### src/rtl/time_field_counter.sv
// rtl/time_field_counter.sv - modulo-N BCD clock field with tick, carry and key edit
//
// One field of a chained clock (seconds, minutes, hours, ...). Counts 0..MODULO-1
// on tick, pulses carry on the wrap to 0, and lets the user edit the units or
// tens digit with active-low plus/minus keys (edge detected on chip).
//
// Optional feature macro: TFC_DOWN_EN (adds dir input and borrow output).
//
// Ports:
//   clk          system clock, all state on rising edge
//   reset        synchronous, active-low reset
//   tick         advance request, one count per high cycle
//   edit_en      1 = edit mode: ticks ignored, keys active
//   digit_sel    0 = edit units digit, 1 = edit tens digit
//   key_plus_n   active-low plus key, raw level
//   key_minus_n  active-low minus key, raw level
//   load         synchronous load strobe
//   load_value   value to load (clamped to MODULO-1)
//   dir          (TFC_DOWN_EN) 1 = tick decrements
//   borrow       (TFC_DOWN_EN) one-cycle pulse on down wrap 0 -> MODULO-1
//   count        current field value
//   units        count % 10, BCD
//   tens         count / 10, BCD
//   carry        one-cycle pulse on up wrap MODULO-1 -> 0

module time_field_counter #(
  parameter int MODULO = 60,
  parameter int WIDTH  = 7
) (
  input  logic             clk,
  input  logic             reset,
  input  logic             tick,
  input  logic             edit_en,
  input  logic             digit_sel,
  input  logic             key_plus_n,
  input  logic             key_minus_n,
  input  logic             load,
  input  logic [WIDTH-1:0] load_value,
`ifdef TFC_DOWN_EN
  input  logic             dir,
  output logic             borrow,
`endif
  output logic [WIDTH-1:0] count,
  output logic [3:0]       units,
  output logic [3:0]       tens,
  output logic             carry
);

  localparam int               TMAX     = (MODULO - 1) / 10;
  localparam int               UMAX_TOP = (MODULO - 1) % 10;
  localparam logic [WIDTH-1:0] MAXV     = WIDTH'(MODULO - 1);

  logic             plus_prev;
  logic             minus_prev;
  logic             plus_ev;
  logic             minus_ev;
  logic [WIDTH-1:0] load_next;
  logic [WIDTH-1:0] edit_next;
  int               ed_u;
  int               ed_t;
  int               ed_umax;
  int               ed_v;

  // Press event: key low now, high on the previous sampled cycle.
  assign plus_ev  = plus_prev  & ~key_plus_n;
  assign minus_ev = minus_prev & ~key_minus_n;

  assign load_next = (int'(load_value) < MODULO) ? load_value : MAXV;

  always_comb begin
    units = 4'(int'(count) % 10);
    tens  = 4'(int'(count) / 10);
  end

  // Digit edit: wrap the chosen digit within its legal range, then clamp the
  // recombined value, since a tens change can push it past MODULO-1.
  always_comb begin
    ed_u    = int'(count) % 10;
    ed_t    = int'(count) / 10;
    ed_umax = (ed_t == TMAX) ? UMAX_TOP : 9;
    if (!digit_sel) begin
      if (plus_ev) ed_u = (ed_u == ed_umax) ? 0 : ed_u + 1;
      else         ed_u = (ed_u == 0) ? ed_umax : ed_u - 1;
    end else begin
      if (plus_ev) ed_t = (ed_t == TMAX) ? 0 : ed_t + 1;
      else         ed_t = (ed_t == 0) ? TMAX : ed_t - 1;
    end
    ed_v = ed_t * 10 + ed_u;
    if (ed_v > MODULO - 1) ed_v = MODULO - 1;
    // No event, or both keys at once, leaves the field untouched.
    edit_next = (plus_ev ^ minus_ev) ? WIDTH'(ed_v) : count;
  end

  always_ff @(posedge clk) begin
    if (!reset) begin
      count      <= '0;
      carry      <= 1'b0;
      plus_prev  <= 1'b1;
      minus_prev <= 1'b1;
`ifdef TFC_DOWN_EN
      borrow     <= 1'b0;
`endif
    end else begin
      // Key history tracks every cycle, so leaving edit mode mid-press
      // cannot manufacture an event later.
      plus_prev  <= key_plus_n;
      minus_prev <= key_minus_n;
      carry      <= 1'b0;
`ifdef TFC_DOWN_EN
      borrow     <= 1'b0;
`endif
      if (load) begin
        count <= load_next;
      end else if (tick && !edit_en) begin
`ifdef TFC_DOWN_EN
        if (dir) begin
          if (count == '0) begin
            count  <= MAXV;
            borrow <= 1'b1;
          end else begin
            count <= count - WIDTH'(1);
          end
        end else
`endif
        if (count == MAXV) begin
          count <= '0;
          carry <= 1'b1;
        end else begin
          count <= count + WIDTH'(1);
        end
      end else if (edit_en) begin
        count <= edit_next;
      end
    end
  end

endmodule

### config.mk
export PLATFORM = sky130hd
export DESIGN_NAME = time_field_counter
export DESIGN_NICKNAME = d
export VERILOG_FILES = /design/src/rtl/time_field_counter.sv
export SDC_FILE = /design/constraint.sdc
export NUM_CORES = 1
export LEC_CHECK = 0
export CAP_MARGIN = 25
export CORE_UTILIZATION = 55
export CTS_CLUSTER_DIAMETER = 50
export DETAILED_ROUTE_END_ITERATION = 6
export PLACE_DENSITY_LB_ADDON = 0.1
export SLEW_MARGIN = 0
export SYNTH_ARGS = -nofsm -noshare
export SYNTH_HDL_FRONTEND = slang
export SYNTH_SLANG_ARGS = --single-unit
### constraint.sdc
create_clock -name clk -period 21.7 [get_ports clk]
set_input_delay 2.17 -clock clk [delete_from_list [all_inputs] [get_ports clk]]
set_output_delay 2.17 -clock clk [all_outputs]
set_load 0.02 [all_outputs]
==> flow_summary.toml, run 1 <==
[sta]
fmax_mhz = 101.7
setup_tns_ns = 0
period_minus_slack_ns = 9.836
finalHoldViolations = 0
tightest_slew_ns = 0.9457
fin_crit_sh_pct = 45.33
relSlewSlack_pct = 35.32
clock_skew_ns = 0.007787
final_max_slew_viol_count = 0
rsz0062_at_grt = "no"
finalSetupViolCount = 0

[clocking]
cts_made_buffers = 3
postCtsHoldBufs = 0
cts_tree = "done"
clockBufferDepth = 2
cts.sinks = 10
h-tree-depth = 1
post_cts_buffers = 0
clk_pin_slew_ns = 0.05
root_buffer = "clkbuf_8"
clk_latency_ns = 0.25
cts_resized = 0

[setup_path]
crit_top_cell = "ha_1"
rr_startpoint = "count[5]$_SDFFE_PN0P_"
cp_slowest_cell = "dfxtp_1"
reg2reg_depth = 34
reg2reg_to = "count[0]$_SDFFE_PN0P_"
crit_required_ns = 21.80
setup.worst_path.end_class = "flip-flop"
cp_slowest_stage_delay_ns = 0.92
cp-start-kind = "flip-flop"
cp_max_fo = 24
r2r_slack_ns = 11.86
crit_arrival_ns = 9.94
critPathKind = "flip-flop to flip-flop"

[place]
gp_congestion = 1.015
io_buffers = 30
place_hpwl_um = 12590

[min_path]
min-delay-start = "count[1]$_SDFFE_PN0P_"
hold_path_depth = 2
whs_endpoint = "count[1]$_SDFFE_PN0P_"
hp-class = "flip-flop to flip-flop"

[run]
drv_cap = 0

[route]
wire_per_inst_um = 19.30
via_per_inst = 6.916
vias = 5754
wirelength_um = 16060
drtAntennaViolNets = 0
dr.pass1.iters = 5
drt_iter0_drc = 518
route.detailed.drc = 0

[layout]
fill_cells = 813
antennaDiodeCount = 0
syn2layout_area_growth_pct = 6.954
drive_gt1_share_pct = 6.215
layout_common_cells = "62 x nor2_1, 60 x a21oi_1, 56 x nand2_1"
layout.nets = 793
mostFrequentLayoutCell = "nor2_1"

[die]
die_w_um = 97.02
ioPinCount = 31
rows = 34
initial_core_util_pct = 56.94
die_area_um2 = 9413
fp.dieH_um = 97.02
coreArea_um2 = 8721

[grt]
gr-total-overflow = 0
grt_antenna_before_repair = 0
track_usage_pct = 32.89
grt_pass1_wl_um = 26050
grt_pass1_vias = 5329
grt_max_degree = 33

[synthesis]
syn_area_um2 = 4966
ys_seq_area_share_pct = 4.031
ys_seq_elements = 10
async_flop_share_pct = 0
ys.flop_type = "dfxtp_1"
syn_avg_cell_area_um2 = 6.907
syn_inst = 719
ys_warn_count = 0
synth-edff-count = 0
yosysUniqueCellTypes = 91

[status]
status = "completed"
worst max path at each step:
stage                     startpoint               endpoint  slack, ns  cells after the start
2_1_floorplan  count[4]$_SDFFE_PN0P_  count[0]$_SDFFE_PN0P_      13.55                     36
3_3_place_gp   count[5]$_SDFFE_PN0P_  count[0]$_SDFFE_PN0P_      12.36                     34
3_5_place_dp   count[5]$_SDFFE_PN0P_  count[0]$_SDFFE_PN0P_      11.99                     34
4_1_cts        count[5]$_SDFFE_PN0P_  count[0]$_SDFFE_PN0P_      11.90                     34
5_1_grt        count[5]$_SDFFE_PN0P_  count[0]$_SDFFE_PN0P_      11.12                     34
6_report       count[5]$_SDFFE_PN0P_  count[0]$_SDFFE_PN0P_      11.86                     34
through the flow:
step	worst slack [ns]	hold slack [ns]	utilization (%)	area (um^2)	cells
final	11.86	0.8738	60.90	5311	832
after global routing	11.12	0.9066	60.90	5311	832
after CTS	11.90	0.8608	60.85	5306	831
after detailed placement	11.99	0.8549	60.22	5251	827
after global placement	12.36	0.8013	60.22	5251	827
after floorplan	13.55	0.8075	-	4977	722
kinds of logic after synthesis:
| kind of cell | synth area share (%) |
|---|---|
| compound gates | 38.40 |
| mux | 4.611 |
| buf+inv | 6.248 |
| fa+ha+maj | 14.26 |
| simple gates | 28.32 |
| xor+xnor | 4.056 |
| flops | 4.031 |
| other cells | 0.07551 |
final cells by class:
class / count / area (um^2) / share of cell area (%)
clock buffer: 4 / 55.05 / 1.037
inverter: 31 / 118.9 / 2.238
multi-input combinational: 644 / 4467 / 84.10
sequential: 10 / 200.2 / 3.769
tap: 108 / 135.1 / 2.544
timing repair buffer: 35 / 335.3 / 6.313
cells in the mapped netlist, drive strengths merged (4+ instances only):
| master | count | area (um^2) |
|---|---|---|
| nand3 | 19 | 95.09 |
| xor2 | 6 | 52.55 |
| ha | 51 | 638.1 |
| clkbuf | 21 | 78.83 |
| o31a | 4 | 35.03 |
| a41oi | 4 | 42.55 |
| a21oi | 61 | 316.6 |
| nand4 | 8 | 50.05 |
| a31o | 4 | 35.03 |
| a21o | 10 | 75.07 |
| nor2b | 18 | 112.6 |
| o31ai | 8 | 65.06 |
| a21boi | 7 | 63.81 |
| o221ai | 6 | 52.55 |
| or3 | 8 | 50.05 |
| nor3 | 27 | 140.1 |
| a22oi | 6 | 45.04 |
| a2111o | 4 | 45.04 |
| and3 | 9 | 56.30 |
| nor2 | 65 | 251.5 |
| a31oi | 9 | 56.30 |
| o21bai | 4 | 30.03 |
| nand2b | 13 | 81.33 |
| o21ai | 60 | 304.0 |
| nand2 | 57 | 216.5 |
| inv | 31 | 118.9 |
| a211oi | 13 | 115.1 |
| buf | 16 | 112.6 |
| mux2 | 7 | 78.83 |
| nor3b | 7 | 52.55 |
| and3b | 4 | 35.03 |
| mux2i | 15 | 150.1 |
| o21a | 12 | 90.09 |
| nor4 | 11 | 68.82 |
| o22ai | 6 | 37.54 |
| a2111oi | 7 | 80.08 |
| and2 | 5 | 33.78 |
| a211o | 8 | 70.07 |
| dfxtp | 10 | 200.2 |
| o211ai | 7 | 52.55 |
| nand3b | 5 | 37.54 |
| o2111ai | 5 | 43.79 |
| xnor2 | 17 | 148.9 |
critical path, delay by kind of cell, from the launching register on:
kind	cells	cell delay, ns
flops	1	0.92
buf+inv	2	0.27
fa+ha+maj	5	1.45
xor+xnor	1	0.09
simple gates	11	2.57
compound gates	15	4.38
state kept, by name, summed over array words and instances (netlist names):
| signal | flops |
|---|---|
| count | 7 |
| carry | 1 |
| minus_prev | 1 |
| plus_prev | 1 |
per-layer routing:
layer | part of all wire (%) | GRT usage, % | vias up
met5 | 0 | 0 | -
met3 | 7.4 | 3.324 | 49
met2 | 48 | 56.23 | 284
li1 | - | - | 2759
met4 | 3.5 | 14.12 | 0
met1 | 41 | 41.75 | 2662
Power of run 1 is left out: the tool's default activity adds up to more than one toggle a clock period on the data nets, which glitch-free logic cannot reach.
==> run 2: changes to the inputs <==
==> constraint.sdc (replaced) <==
create_clock -name clk -period 9.4 [get_ports clk]
set_input_delay 0.94 -clock clk [delete_from_list [all_inputs] [get_ports clk]]
set_output_delay 0.94 -clock clk [all_outputs]
set_load 0.02 [all_outputs]
==> run 2 against run 1 <==
Against the previous run:
- clock skew decreased by 0.0033 ns
- highest routed layer unchanged
- wire length up 2.4%
- register-to-register slack worse by 11 ns
- critical endpoint unchanged
- largest cell class unchanged
- worst setup slack got worse by 11 ns
- die area stayed put
==> flow_summary.toml, run 2 (synthesis results as in run 1) <==
[die]
coreArea_um2 = 8721
die_w_um = 97.02
fp.dieH_um = 97.02
ioPinCount = 31
die_area_um2 = 9413
rows = 34
initial_core_util_pct = 56.94

[sta]
rsz0062_at_grt = "no"
fin_crit_sh_pct = 95.46
setup_tns_ns = 0
tightest_slew_ns = 0.9974
period_minus_slack_ns = 8.973
fmax_mhz = 111.4
clock_skew_ns = 0.004493
finalHoldViolations = 0
relSlewSlack_pct = 33.11
finalSetupViolCount = 0
final_max_slew_viol_count = 0

[route]
vias = 5856
dr_wl_met3_um = 1116
wire_per_inst_um = 19.68
via_per_inst = 7.005
drt-met1-wl_um = 6909
topRoutingLayerUsed = "met4"
route.met2.wl_um = 7954
wirelength_um = 16450
dr.pass1.iters = 6
drtAntennaViolNets = 0
route.detailed.drc = 0
drt_iter0_drc = 399

[grt]
gr-total-overflow = 0
grt_max_degree = 33
track_usage_pct = 34.41
grt_pass1_wl_um = 27200
grt_antenna_before_repair = 0
grt_pass1_vias = 5493

[place]
gp_congestion = 1.017
place_hpwl_um = 12790
io_buffers = 30

[min_path]
min-delay-start = "count[0]$_SDFFE_PN0P_"
hold_path_depth = 2
hp-class = "flip-flop to flip-flop"
whs_endpoint = "count[0]$_SDFFE_PN0P_"

[layout]
layout.nets = 797
drive_gt1_share_pct = 6.593
layout_common_cells = "62 x nor2_1, 60 x a21oi_1, 56 x nand2_1"
largest_register = "count"
mostFrequentLayoutCell = "nor2_1"
fill_cells = 829
syn2layout_area_growth_pct = 7.710
largest_reg_flops = 7
antennaDiodeCount = 0

[clocking]
cts.sinks = 10
h-tree-depth = 1
postCtsHoldBufs = 0
cts_tree = "done"
cts_resized = 0
post_cts_buffers = 0
clockBufferDepth = 2
clk_latency_ns = 0.24
root_buffer = "clkbuf_8"
cts_made_buffers = 3
clk_pin_slew_ns = 0.05

[setup_path]
cp_max_fo = 10
setup.worst_path.end_class = "flip-flop"
reg2reg_depth = 35
reg2reg_to = "count[0]$_SDFFE_PN0P_"
crit_arrival_ns = 9.08
crit_top_cell = "ha_1"
cp-start-kind = "flip-flop"
crit_buf_inv = 3
r2r_slack_ns = 0.43
rr_startpoint = "count[4]$_SDFFE_PN0P_"
critPathKind = "flip-flop to flip-flop"
crit_required_ns = 9.51
cp_top_family = "compound AO/OA/AOI/OAI gates"
cp_slowest_cell = "nor4_1"
cp_slowest_stage_delay_ns = 0.50

[status]
status = "completed"

[run]
drv_cap = 0
[run 2: cell count changes in the layout (fill, tap and decap cells not counted)]
cell and delta:
buf_4 +4, dlymetal6s2s_1 +1, clkbuf_2 -1
[run 2: area by class of cell]
cell class | instances | area, um^2 | share of cell area [%]
clock buffers | 4 | 55.05 | 1.029
inverters | 31 | 118.9 | 2.222
multi-input cells | 644 | 4467 | 83.51
flip-flops and latches | 10 | 200.2 | 3.743
well taps | 108 | 135.1 | 2.526
repair buffers | 39 | 372.9 | 6.971
[run 2: metal layers]
layer  vias up  track usage, %
met3        48           3.179
met2       288           60.24
met5         -               0
li1       2769               -
met1      2751           43.25
met4         0           13.43
[run 2: worst max-delay path by stage]
stage | from | end | slack [ns] | depth (start not counted)
floorplan | count[4]$_SDFFE_PN0P_ | count[0]$_SDFFE_PN0P_ | 1.25 | 36
global placement | count[4]$_SDFFE_PN0P_ | count[0]$_SDFFE_PN0P_ | 0.75 | 34
detailed placement | count[4]$_SDFFE_PN0P_ | count[0]$_SDFFE_PN0P_ | 0.43 | 34
CTS | count[4]$_SDFFE_PN0P_ | count[0]$_SDFFE_PN0P_ | 0.40 | 34
global route | count[4]$_SDFFE_PN0P_ | count[3]$_SDFFE_PN0P_ | 0.08 | 35
finish | count[4]$_SDFFE_PN0P_ | count[0]$_SDFFE_PN0P_ | 0.43 | 35
[run 2: worst register-to-register path: cells and delay by family, from the launching register on]
family | cells | cell delay, ns
buffers and inverters | 3 | 0.46
and+or+nand+nor | 11 | 2.72
xor gates and xnor gates | 1 | 0.10
DFF | 1 | 0.31
adders and majority gates | 5 | 1.52
AOI/OAI and AO/OA | 15 | 3.71
[run 2: metrics by stage]
step / cell area, um^2 / std cells / util (%) / hold slack, ns / worst slack, ns
6_report: 5349 / 836 / 61.33 / 0.8320 / 0.4267
3_5_place_dp: 5281 / 831 / 60.56 / 0.8145 / 0.4314
3_3_place_gp: 5281 / 831 / 60.56 / 0.7919 / 0.7546
5_1_grt: 5349 / 836 / 61.33 / 0.8709 / 0.08094
4_1_cts: 5336 / 835 / 61.19 / 0.8206 / 0.3951
2_1_floorplan: 4977 / 722 / - / 0.8075 / 1.246
Power of run 2 is left out for the same reason.
==> run 3: changes to the inputs <==
--- a/config.mk
+++ b/config.mk
@@ -9,7 +9,7 @@
 export CORE_UTILIZATION = 55
 export CTS_CLUSTER_DIAMETER = 50
 export DETAILED_ROUTE_END_ITERATION = 6
-export PLACE_DENSITY_LB_ADDON = 0.1
+export PLACE_DENSITY = 0.85
 export SLEW_MARGIN = 0
 export SYNTH_ARGS = -nofsm -noshare
 export SYNTH_HDL_FRONTEND = slang
==> run 3 against run 2 <==
Against the previous run:
- clock skew about the same
- cell count shrank 0.12%
- die area is the same
- maximum frequency increased by 2.7%
- sequential cell count unchanged
- sequential share of layout area hardly changed
- via count shrank 0.51%
- register-to-register slack better by 0.24 ns
- core utilization increased by 0.20 points
==> flow_summary.toml, run 3 (synthesis results as in run 1) <==
[status]
status = "completed"

[route]
route.detailed.drc = 0
wire_per_inst_um = 19.18
drtAntennaViolNets = 0
wirelength_um = 16010
drt_iter0_drc = 590
dr.pass1.iters = 5
vias = 5826
via_per_inst = 6.977

[layout]
utilization_pct = 61.54
fill_cells = 782
mostFrequentLayoutCell = "nor2_1"
antennaDiodeCount = 0
largest_reg_flops = 7
multi_input_area_um2 = 4497
syn2layout_area_growth_pct = 8.063
ff_latch_area_um2 = 200.2
layout_common_cells = "62 x nor2_1, 60 x a21oi_1, 56 x nand2_1"
layout.nets = 796
largest_register = "count"
final_cells = 835
drive_gt1_share_pct = 7.015

[clocking]
cts_resized = 0
clockBufferDepth = 2
post_cts_buffers = 0
clk_pin_slew_ns = 0.05
root_buffer = "clkbuf_8"
h-tree-depth = 1
cts.sinks = 10
cts_made_buffers = 3
clk_latency_ns = 0.25
postCtsHoldBufs = 0
cts_tree = "done"

[sta]
clock_skew_ns = 0.004960
fmax_mhz = 114.4
setup_tns_ns = 0
final_max_slew_viol_count = 0
finalSetupViolCount = 0
finalHoldViolations = 0
rsz0062_at_grt = "no"
period_minus_slack_ns = 8.738
relSlewSlack_pct = 36.20
tightest_slew_ns = 0.9328
fin_crit_sh_pct = 92.95
fin_hold_ws_ns = 0.8463

[min_path]
hp-class = "flip-flop to flip-flop"

[setup_path]
setup.worst_path.end_class = "flip-flop"
cp_max_fo = 10
cp_slowest_cell = "a2111o_1"
crit_arrival_ns = 8.85
cp_slowest_stage_delay_ns = 0.51
crit_top_cell = "ha_1"
critPathKind = "flip-flop to flip-flop"
cp-start-kind = "flip-flop"
crit_required_ns = 9.51

[die]
rows = 34
initial_core_util_pct = 56.94
fp.dieH_um = 97.02
coreArea_um2 = 8721
die_w_um = 97.02
die_area_um2 = 9413
ioPinCount = 31

[place]
place_hpwl_um = 12680
dp.cells = 831
io_buffers = 30
gp_congestion = 1.043

[grt]
track_usage_pct = 33.28
grt_antenna_before_repair = 0
grt_pass1_wl_um = 26220
grt_pass1_vias = 5223
grt_max_degree = 29
gr-total-overflow = 0

[run]
drv_cap = 0
==> run 3: worst max-delay path: cells and delay by family (launching register included) <==
family          cells  cell delay (ns)
simple gates       11             2.54
fa+ha+maj           5             1.52
compound gates     15             3.70
flops               1             0.32
xor+xnor            1             0.10
buf+inv             3             0.44
==> run 3: final timing paths <==
path / start / end / slack [ns] / cells past startpoint
worst max register to register: count[4]$_SDFFE_PN0P_ / count[0]$_SDFFE_PN0P_ / 0.66 / 35
worst min register to register: count[0]$_SDFFE_PN0P_ / count[0]$_SDFFE_PN0P_ / 0.85 / 2
worst min-delay path: count[0]$_SDFFE_PN0P_ / count[0]$_SDFFE_PN0P_ / 0.85 / 2
worst max-delay path: count[4]$_SDFFE_PN0P_ / count[0]$_SDFFE_PN0P_ / 0.66 / 35
==> run 3: cell type report <==
type                       count  area share (%)
multi-input combinational    644           83.80
timing repair buffer          38           6.715
sequential                    10           3.730
tap                          108           2.518
inverter                      31           2.215
clock buffer                   4           1.026
==> run 3: layer usage <==
layer | up-vias | GRT usage [%] | wire [um]
met1 | 2682 | 47.95 | 7020
met2 | 335 | 50.70 | 6964
li1 | 2772 | - | -
met5 | - | 0 | 0
met4 | 0 | 11.25 | 405
met3 | 37 | 4.191 | 1622
==> run 3: per-stage QoR <==
step                      setup slack, ns  cell area [um^2]
after floorplan                     1.246              4977
after global placement             0.6671              5281
after detailed placement           0.3183              5281
after CTS                          0.2307              5336
after global routing              0.02517              5366
final                              0.6624              5366
Power of run 3 is left out for the same reason.
